<file path="src/rtl/fp_accumulator.sv">
// fp_accumulator: streaming FP32 vector sum with element count over valid/ready handshakes.
// Optional FP_ACC_STATUS_EN adds sticky per-vector out_nan/out_inf flags.

module parameterized_adder #(
    parameter int WIDTH = 32
) (
    input  logic [WIDTH-1:0] a,
    input  logic [WIDTH-1:0] b,
    output logic [WIDTH-1:0] result
);
    logic              a_nan, b_nan, a_inf, b_inf, a_zero, b_zero, swap, sub, sticky, found, up;
    logic [31:0]       big, sml;
    logic [7:0]        d;
    logic [26:0]       mbig, msml0, msml, norm;
    logic [27:0]       sum28;
    logic [4:0]        lz;
    logic [24:0]       mr;
    logic signed [9:0] e_n, e_r;
    logic [31:0]       calc;
    always_comb begin
        a_nan  = (&a[30:23]) && (|a[22:0]);
        b_nan  = (&b[30:23]) && (|b[22:0]);
        a_inf  = (&a[30:23]) && !(|a[22:0]);
        b_inf  = (&b[30:23]) && !(|b[22:0]);
        a_zero = a[30:23] == 8'd0;
        b_zero = b[30:23] == 8'd0;
        swap   = b[30:0] > a[30:0];
        big    = swap ? b : a;
        sml    = swap ? a : b;
        d      = big[30:23] - sml[30:23];
        mbig   = {1'b1, big[22:0], 3'b000};
        msml0  = {1'b1, sml[22:0], 3'b000};
        sticky = |(msml0 & ((27'd1 << d) - 27'd1));
        msml   = (d >= 8'd27) ? 27'd1 : ((msml0 >> d) | {26'd0, sticky});
        sub    = big[31] ^ sml[31];
        sum28  = sub ? ({1'b0, mbig} - {1'b0, msml}) : ({1'b0, mbig} + {1'b0, msml});
        lz     = 5'd0;
        found  = 1'b0;
        for (int i = 26; i >= 0; i--) begin
            if (sum28[i] && !found) begin
                lz    = 5'(26 - i);
                found = 1'b1;
            end
        end
        // Carry-out shifts right keeping a sticky bit; cancellation shifts left.
        norm = sum28[27] ? {sum28[27:2], sum28[1] | sum28[0]} : (sum28[26:0] << lz);
        e_n  = sum28[27] ? $signed({2'b00, big[30:23]}) + 10'sd1
                         : $signed({2'b00, big[30:23]}) - $signed({5'd0, lz});
        up   = norm[2] && ((|norm[1:0]) || norm[3]);
        mr   = {1'b0, norm[26:3]} + {24'd0, up};
        e_r  = e_n + $signed({9'd0, mr[24] & ~mr[23]});
        calc = (sum28 == 28'd0) ? 32'h0000_0000 :
               (e_r >= 10'sd255) ? {big[31], 8'hFF, 23'd0} :
               (e_r <= 10'sd0) ? {big[31], 31'd0} :
               {big[31], e_r[7:0], mr[22:0]};
        result = (a_nan || b_nan) ? 32'h7FC0_0000 :
                 (a_inf && b_inf && (a[31] != b[31])) ? 32'h7FC0_0000 :
                 a_inf ? a :
                 b_inf ? b :
                 (a_zero && b_zero) ? {a[31] & b[31], 31'd0} :
                 a_zero ? b :
                 b_zero ? a : calc;
    end
endmodule

module fp_accumulator #(
    parameter int WIDTH = 32,
    parameter int CNT_W = 16
) (
    input  logic             clk,
    input  logic             rst,
    input  logic             clear,
    input  logic             in_valid,
    output logic             in_ready,
    input  logic [WIDTH-1:0] in_data,
    input  logic             in_last,
    output logic             out_valid,
    input  logic             out_ready,
    output logic [WIDTH-1:0] out_data,
`ifdef FP_ACC_STATUS_EN
    output logic             out_nan,
    output logic             out_inf,
`endif
    output logic [CNT_W-1:0] out_count
);
    typedef enum logic {ACC, OUT} state_t;

    state_t             state_q, state_d;
    logic [WIDTH-1:0]   acc_q, acc_d, out_data_q, out_data_d, sum;
    logic [CNT_W-1:0]   cnt_q, cnt_d, out_count_q, out_count_d, cnt_inc;
    logic               accept;

    parameterized_adder #(.WIDTH(WIDTH)) u_add (.a(acc_q), .b(in_data), .result(sum));

`ifdef FP_ACC_STATUS_EN
    logic nan_q, nan_d, inf_q, inf_d, out_nan_q, out_nan_d, out_inf_q, out_inf_d, beat_nan, beat_inf;
    always_comb begin
        beat_nan  = nan_q || ((&in_data[30:23]) && (|in_data[22:0])) || ((&sum[30:23]) && (|sum[22:0]));
        beat_inf  = inf_q || ((&in_data[30:23]) && !(|in_data[22:0])) || ((&sum[30:23]) && !(|sum[22:0]));
        nan_d     = nan_q;
        inf_d     = inf_q;
        out_nan_d = out_nan_q;
        out_inf_d = out_inf_q;
        if (state_q == ACC && clear) begin
            nan_d = 1'b0;
            inf_d = 1'b0;
        end else if (accept) begin
            nan_d     = in_last ? 1'b0 : beat_nan;
            inf_d     = in_last ? 1'b0 : beat_inf;
            out_nan_d = in_last ? beat_nan : out_nan_q;
            out_inf_d = in_last ? beat_inf : out_inf_q;
        end
    end
    always_ff @(posedge clk) begin
        if (rst) begin
            nan_q     <= 1'b0;
            inf_q     <= 1'b0;
            out_nan_q <= 1'b0;
            out_inf_q <= 1'b0;
        end else begin
            nan_q     <= nan_d;
            inf_q     <= inf_d;
            out_nan_q <= out_nan_d;
            out_inf_q <= out_inf_d;
        end
    end
    assign out_nan = out_nan_q;
    assign out_inf = out_inf_q;
`endif

    always_comb begin
        in_ready    = (state_q == ACC) && !clear;
        accept      = in_valid && in_ready;
        cnt_inc     = (&cnt_q) ? cnt_q : cnt_q + CNT_W'(1);
        state_d     = state_q;
        acc_d       = acc_q;
        cnt_d       = cnt_q;
        out_data_d  = out_data_q;
        out_count_d = out_count_q;
        if (state_q == ACC) begin
            if (clear) begin
                acc_d = '0;
                cnt_d = '0;
            end else if (accept) begin
                acc_d       = in_last ? '0 : sum;
                cnt_d       = in_last ? '0 : cnt_inc;
                out_data_d  = in_last ? sum : out_data_q;
                out_count_d = in_last ? cnt_inc : out_count_q;
                state_d     = in_last ? OUT : ACC;
            end
        end else if (out_ready) begin
            state_d = ACC;
        end
    end

    always_ff @(posedge clk) begin
        if (rst) begin
            state_q     <= ACC;
            acc_q       <= '0;
            cnt_q       <= '0;
            out_data_q  <= '0;
            out_count_q <= '0;
        end else begin
            state_q     <= state_d;
            acc_q       <= acc_d;
            cnt_q       <= cnt_d;
            out_data_q  <= out_data_d;
            out_count_q <= out_count_d;
        end
    end

    assign out_valid = state_q == OUT;
    assign out_data  = out_data_q;
    assign out_count = out_count_q;
endmodule

</file>
<file path="config.mk">
export PLATFORM = sky130hd
export DESIGN_NAME = fp_accumulator
export DESIGN_NICKNAME = d
export VERILOG_FILES = /design/src/rtl/fp_accumulator.sv
export SDC_FILE = /design/constraint.sdc
export NUM_CORES = 1
export LEC_CHECK = 0
export BUFFER_PORTS_ARGS = -buffer_cell sky130_fd_sc_hd__buf_2
export CELL_PAD_IN_SITES_DETAIL_PLACEMENT = 0
export CELL_PAD_IN_SITES_GLOBAL_PLACEMENT = 1
export CORE_ASPECT_RATIO = 1.2
export CORE_MARGIN = 2
export CORE_UTILIZATION = 47
export CTS_CLUSTER_SIZE = 10
export DETAILED_ROUTE_END_ITERATION = 8
export PLACE_DENSITY_LB_ADDON = 0.1
export SYNTH_ARGS = -nofsm -noshare
export SYNTH_HDL_FRONTEND = slang
export SYNTH_SLANG_ARGS = --single-unit
</file>
<file path="constraint.sdc">
create_clock -name clk -period 19.9 [get_ports clk]
set_input_delay 1.99 -clock clk [delete_from_list [all_inputs] [get_ports clk]]
set_output_delay 1.99 -clock clk [all_outputs]
set_load 0.1 [all_outputs]
</file>
==> results_dict.tcl, run 1 <==
set metrics [dict create \
    status "complete, but fails checks" \
    violations "design-rule violations" \
    path_buf_inv 6 \
    p_sw_uw 662 \
    vdd.ir_drop.worst_uv 46.8 \
    synth_top_area_cell "dfxtp_1" \
    ys_seq_area_share_pct 12.1 \
    rsz0062_at_grt "false" \
    relSlewSlack_pct 17.3 \
    cp.required_ns 20.19 \
    synth_area_sq_um 16000 \
    clk_pin_slew_worst_paths_ns 0.07 \
    cts_tree "done" \
    mostFrequentLayoutCells "251 x nand2_1, 244 x nor2_1, 186 x a21oi_1" \
    r2r_start "acc_q[26]$_SDFFE_PP0P_" \
    worstMarginPinSlew_ns 1.23 \
    ys_seq_elements 97 \
    clk_latency_ns 0.36 \
    critPathKind "in2reg" \
    vias_per_cell 7.03 \
    root_buffer "clkbuf_16" \
    rrSetupSlack_ns 2.34 \
    fmax_mhz 53.5 \
    area_growth_pct 5.75 \
    wire_per_inst_microns 26.6 \
    cts.path.max_buffers 2 \
    port_buffers 87 \
    arrival_ns 19.00 \
    n_antenna_cell 0 \
    io_pins 88 \
    nFillCells 3517 \
    swShare_pct 53.7 \
    fin_ws_ns 1.19 \
    ys_types 121 \
    holdPathStages 2 \
    grt_pass1_vias 17800 \
    cts_sinks 97 \
    die_w_microns 173 \
    synthTopCellsByArea "dfxtp_1 12%, ha_1 7.0%, nand2_1 5.9%, a21oi_1 5.8%, nor2_1 5.7%" \
    p_seq_share_pct 17.0 \
    critPathLaunchType "input port" \
    period_share_pct 94.0 \
    nets 2446 \
    cts_resized 0 \
    crit_top_cell "nand2_1" \
    initial_core_util_pct 47.4 \
    postRouteAntennaNets 0 \
    rr_worst_depth 60 \
    r2r-end "acc_q[9]$_SDFFE_PP0P_" \
    die_h_microns 206 \
    fin_cells 2777 \
    async_flop_share_pct 0 \
    final_common_cell "nand2_1" \
    p_comb_share_pct 66.9 \
    ys_dominant_reg_cell "dfxtp_1" \
    yosysWarnings 0 \
    vias 19500 \
    synth-edff-count 0 \
    row_count 74 \
    clkPwrFrac_pct 16.1 \
    min_period_ns 18.71 \
    cpPeakStageDelay_ns 0.92 \
    holdWs_ns 0.452 \
    placed_cells 2761 \
    setup_total_negative_slack_ns 0 \
    drive_gt1_share_pct 10.6 \
    syn-num-nets 2466 \
    fp.dieArea_sq_um 35600 \
    placeableCoreArea_sq_um 33800 \
    cts_hold_buf 0 \
    cts_made_buffers 9 \
    finalWeightedCongestion 1.06 \
    skew_ns 0.00912 \
    grt_max_degree 69 \
    antenna_found_initial 1 \
    dr.pass1.iters 9 \
    htree_levels 3 \
    hpwl_microns 57300 \
    postSynthCellCount 2336 \
    power.density_nw_per_um2 72.7 \
    routed_wl_microns 73900 \
    finalHoldViolations 0 \
    gr-total-overflow 0 \
    setup_viol 0 \
    cpMaxStageDelayCell "xnor2_1" \
    dp_slack_ns 1.48 \
    postSynthAreaPerCell_sq_um 6.86 \
    drt-initial-drc-count 2669 \
    drc 5 \
    min-delay-start "out_count[0]$_SDFFE_PP0P_" \
    internal_power_uw 571 \
    leakage_uw 0.00675 \
    cap_violations 0 \
    grt_pass1_wl_microns 110000 \
    report.final.slew_viol_count 0 \
    grtUsageTotal_pct 39.8 \
    yosysTopAreaCellShare_pct 12.1 \
    utilization_pct 50.2 \
    critical-path-top-delay-family "compound AO/OA/AOI/OAI gates" \
    holdCritPathClass "reg2reg" \
    postCtsSetupBuffers 0 \
    endpoint_kind "flip-flop" \
    worstPathMaxFanout 26 \
    whs_endpoint "out_count[0]$_SDFFE_PP0P_" \
]
==> metal layers <==
layer  global-route usage [%]  vias to the layer above  wire length, microns
met3                     7.10                      297                  7330
met1                     50.2                     9235                 29100
li1                         -                     8761                     -
met2                     62.8                     1224                 32200
met4                     25.6                        0                  5290
met5                        0                        -                     0
==> cell families after synthesis <==
logic type      share of synthesized area [%]
compound gates                           35.3
xor+xnor                                 3.97
fa+ha+maj                                7.28
buf+inv                                  6.78
flops                                    12.1
mux                                      6.57
simple gates                             28.0
==> layout make-up <==
class / count / area [sq um] / area share, %
Clock buffer: 10 / 239 / 1.41
Clock inverter: 6 / 96.3 / 0.568
Inverter: 107 / 404 / 2.38
Multi-Input combinational cell: 1980 / 13000 / 76.7
Sequential cell: 97 / 1940 / 11.5
Tap cell: 456 / 571 / 3.37
Timing Repair Buffer: 121 / 691 / 4.07
==> worst max-delay path by stage <==
stage | from | end | slack, ns | cells past startpoint
after floorplan | in_data[26] | out_data[16]$_SDFFE_PP0P_ | 3.95 | 68
after global placement | in_data[26] | out_data[9]$_SDFFE_PP0P_ | 1.60 | 61
after detailed placement | in_data[26] | out_data[9]$_SDFFE_PP0P_ | 1.48 | 60
after CTS | in_data[26] | out_data[9]$_SDFFE_PP0P_ | 1.85 | 60
after global routing | in_data[26] | out_data[9]$_SDFFE_PP0P_ | 0.19 | 59
final | in_data[26] | acc_q[9]$_SDFFE_PP0P_ | 1.19 | 60
==> cell usage after synthesis, drive strengths merged (12+ instances only) <==
cell	n
nand2	253
nor2	247
o21ai	193
a21oi	189
inv	105
clkbuf	98
dfxtp	97
nand3	91
ha	90
nor3	70
mux2i	55
buf	54
nand4	53
xnor2	44
a211oi	37
a21o	36
a31oi	34
nor4	32
o211ai	31
and3	28
a22oi	27
xor2	26
a221o	23
a221oi	23
nor2b	22
o22ai	22
and2	21
or3	21
nand2b	18
o21a	18
or2	18
o31ai	17
mux4	16
a21boi	15
o211a	15
mux2	12
==> worst register-to-register path: cells and delay by family, from the launching register on <==
| kind | cells | cell delay (ns) |
|---|---|---|
| multiplexers | 1 | 0.18 |
| adder cells (fa/ha/maj) | 6 | 1.95 |
| flip-flops | 1 | 0.56 |
| buffers and inverters | 6 | 1.16 |
| AO/OA/AOI/OAI | 26 | 8.07 |
| AND/OR/NAND/NOR | 18 | 4.21 |
| XOR/XNOR | 3 | 1.40 |
==> state kept, by name, indices dropped and copies added (netlist names) <==
register,cells
acc_q,32
out_data,32
cnt_q,16
out_count,16
out_valid,1
==> stage by stage <==
stage / area [sq um] / total power, uW
2_1_floorplan: 16000 / 769
3_3_place_gp: 16600 / 1000
3_5_place_dp: 16600 / 999
4_1_cts: 16900 / 1200
5_1_grt: 16900 / 1280
6_report: 16900 / 1230
==> power groups by stage <==
stage	registers [uW]	clock network [uW]	logic, uW
2_1_floorplan	244	0	525
3_3_place_gp	213	0	790
3_5_place_dp	213	0	786
4_1_cts	209	200	790
5_1_grt	210	209	865
6_report	210	199	825
No activity file was read; power rests on OpenSTA's default activity.
==> run 2, diff against run 1 <==
- CORE_UTILIZATION: 47 -> 50
- clock period: 19.9 -> 21.9 ns (I/O delays scaled with it)
==> run 2 against run 1 <==
  * The run still ends with design-rule violations left
  * Core utilization increased by 3.3 points
  * Clock power decreased by 23%
  * First-iteration DRC count decreased by 3.8%
  * Flip-flop and latch count unchanged
  * Sequential share of layout area increased by 0.098 points
  * Critical path depth increased by 6
  * Global-route usage increased by 1.2 points
  * Largest power group unchanged
  * Highest routed layer unchanged
==> results_dict.tcl, run 2 (synthesized netlist as in run 1, its figures left out) <==
set metrics [dict create \
    final_common_cell "nand2_1" \
    leakage_uw 0.00670 \
    endpoint_kind "flip-flop" \
    fmax_mhz 51.8 \
    critPathKind "in2reg" \
    status "complete, but fails checks" \
    cap_violations 0 \
    vdd.ir_drop.worst_uv 84.5 \
    critical-path-top-delay-family "compound AO/OA/AOI/OAI gates" \
    power.density_nw_per_um2 64.4 \
    htree_levels 3 \
    fp.dieArea_sq_um 33500 \
    finalWeightedCongestion 1.06 \
    holdCritPathClass "reg2reg" \
    area_growth_pct 4.86 \
    min_period_ns 19.29 \
    setup_viol 0 \
    cts_tree "done" \
    period_share_pct 88.1 \
    routed_wl_microns 71700 \
    io_pins 88 \
    rsz0062_at_grt "false" \
    grt_pass1_vias 17800 \
    port_buffers 87 \
    initial_core_util_pct 51.0 \
    nets 2442 \
    multi_input_area_sq_um 13000 \
    violations "design-rule violations" \
    min-delay-start "out_count[0]$_SDFFE_PP0P_" \
    critPathLaunchType "input port" \
    p_sw_uw 594 \
    cpPeakStageDelay_ns 0.71 \
    internal_power_uw 489 \
    report.final.slew_viol_count 0 \
    path_buf_inv 7 \
    r2r-end "out_data[6]$_SDFFE_PP0P_" \
    fin_area_sq_um 16800 \
    grt_max_degree 70 \
    gr-total-overflow 0 \
    vias 19500 \
    dr.pass1.iters 9 \
    p_seq_share_pct 17.6 \
    cp.required_ns 22.12 \
    die_h_microns 200 \
    placeableCoreArea_sq_um 31400 \
    cts_hold_buf 0 \
    grt_pass1_wl_microns 108000 \
    worstMarginPinSlew_ns 1.18 \
    drc 2 \
    relSlewSlack_pct 21.1 \
    vias_per_cell 7.19 \
    cts_resized 0 \
    fin_cells 2719 \
    mostFrequentLayoutCells "251 x nand2_1, 244 x nor2_1, 186 x a21oi_1" \
    crit_top_cell "a21oi_1" \
    register_area_sq_um 1940 \
    finalHoldViolations 0 \
    skew_ns 0.00597 \
    die_w_microns 167 \
    swShare_pct 54.8 \
    cts_sinks 97 \
    whs_endpoint "out_count[0]$_SDFFE_PP0P_" \
    drive_gt1_share_pct 10.6 \
    cts.path.max_buffers 2 \
    postRouteAntennaNets 0 \
    cts_made_buffers 9 \
    hpwl_microns 55300 \
    rr_worst_depth 66 \
    r2r_start "acc_q[23]$_SDFFE_PP0P_" \
    postCtsSetupBuffers 0 \
    row_count 71 \
    drt-initial-drc-count 2567 \
    rrSetupSlack_ns 3.99 \
    antenna_found_initial 0 \
    worstPathMaxFanout 69 \
    cpMaxStageDelayCell "xor2_1" \
    clkPwrFrac_pct 14.1 \
    root_buffer "clkbuf_16" \
    placed_cells 2702 \
    p_comb_share_pct 68.3 \
    postPlaceCellArea_sq_um 16500 \
    wire_per_inst_microns 26.4 \
    grtUsageTotal_pct 41.0 \
    holdPathStages 2 \
    arrival_ns 19.51 \
    clk_latency_ns 0.36 \
    setup_total_negative_slack_ns 0 \
    clk_pin_slew_worst_paths_ns 0.07 \
    nFillCells 3177 \
]
-- run 2: cell count changes in the layout (fill, tap and decap cells not counted), sizes merged --
cell	delta
buf	-4
clkinv	+2
clkinvlp	+2
bufinv	-2
clkbuf	-1
inv	-1
diode	+1
-- run 2: layout make-up --
type | count | area share, %
repair buffers | 117 | 3.93
inverters | 107 | 2.40
multi-input cells | 1980 | 77.4
well taps | 401 | 2.99
clock inverters | 7 | 0.320
clock buffers | 9 | 1.34
flip-flops and latches | 97 | 11.6
diodes | 1 | 0.0149
-- run 2: power by group through the flow --
stage | logic (uW) | clock network (uW) | registers, uW
2_1_floorplan | 477 | 0 | 222
3_3_place_gp | 709 | 0 | 194
3_5_place_dp | 704 | 0 | 194
4_1_cts | 709 | 152 | 190
5_1_grt | 780 | 160 | 190
6_report | 740 | 153 | 190
-- run 2: tightest hold or removal path, stage by stage, from the launching register on --
cell	delay (ns)
dfxtp_1	0.31
nand2_1	0.05
a21oi_1	0.05
-- run 2: stage by stage --
stage / util [%] / setup WS, ns / hold slack (ns) / power (uW)
final: 53.4 / 2.61 / 0.452 / 1080
after CTS: 53.4 / 3.13 / 0.455 / 1050
after global routing: 53.4 / 1.76 / 0.474 / 1130
after detailed placement: 52.5 / 2.85 / 0.446 / 898
after floorplan: - / 5.75 / 0.446 / 698
after global placement: 52.5 / 2.94 / 0.431 / 903
-- run 2: worst max-delay path by stage --
stage,cells after the start,from,to
finish,66,in_data[23],out_data[6]$_SDFFE_PP0P_
global placement,62,in_data[23],out_data[6]$_SDFFE_PP0P_
detailed placement,62,in_data[23],out_data[6]$_SDFFE_PP0P_
CTS,62,in_data[23],out_data[6]$_SDFFE_PP0P_
global route,64,in_data[23],out_data[6]$_SDFFE_PP0P_
floorplan,68,in_data[26],out_data[16]$_SDFFE_PP0P_
-- run 2: layer usage --
layer	up-vias	global-route usage, %	part of all wire [%]
met1	9094	51.7	38
met2	1332	65.2	44
met4	0	24.2	7.8
met5	-	0	0
li1	8756	-	-
met3	363	7.69	10
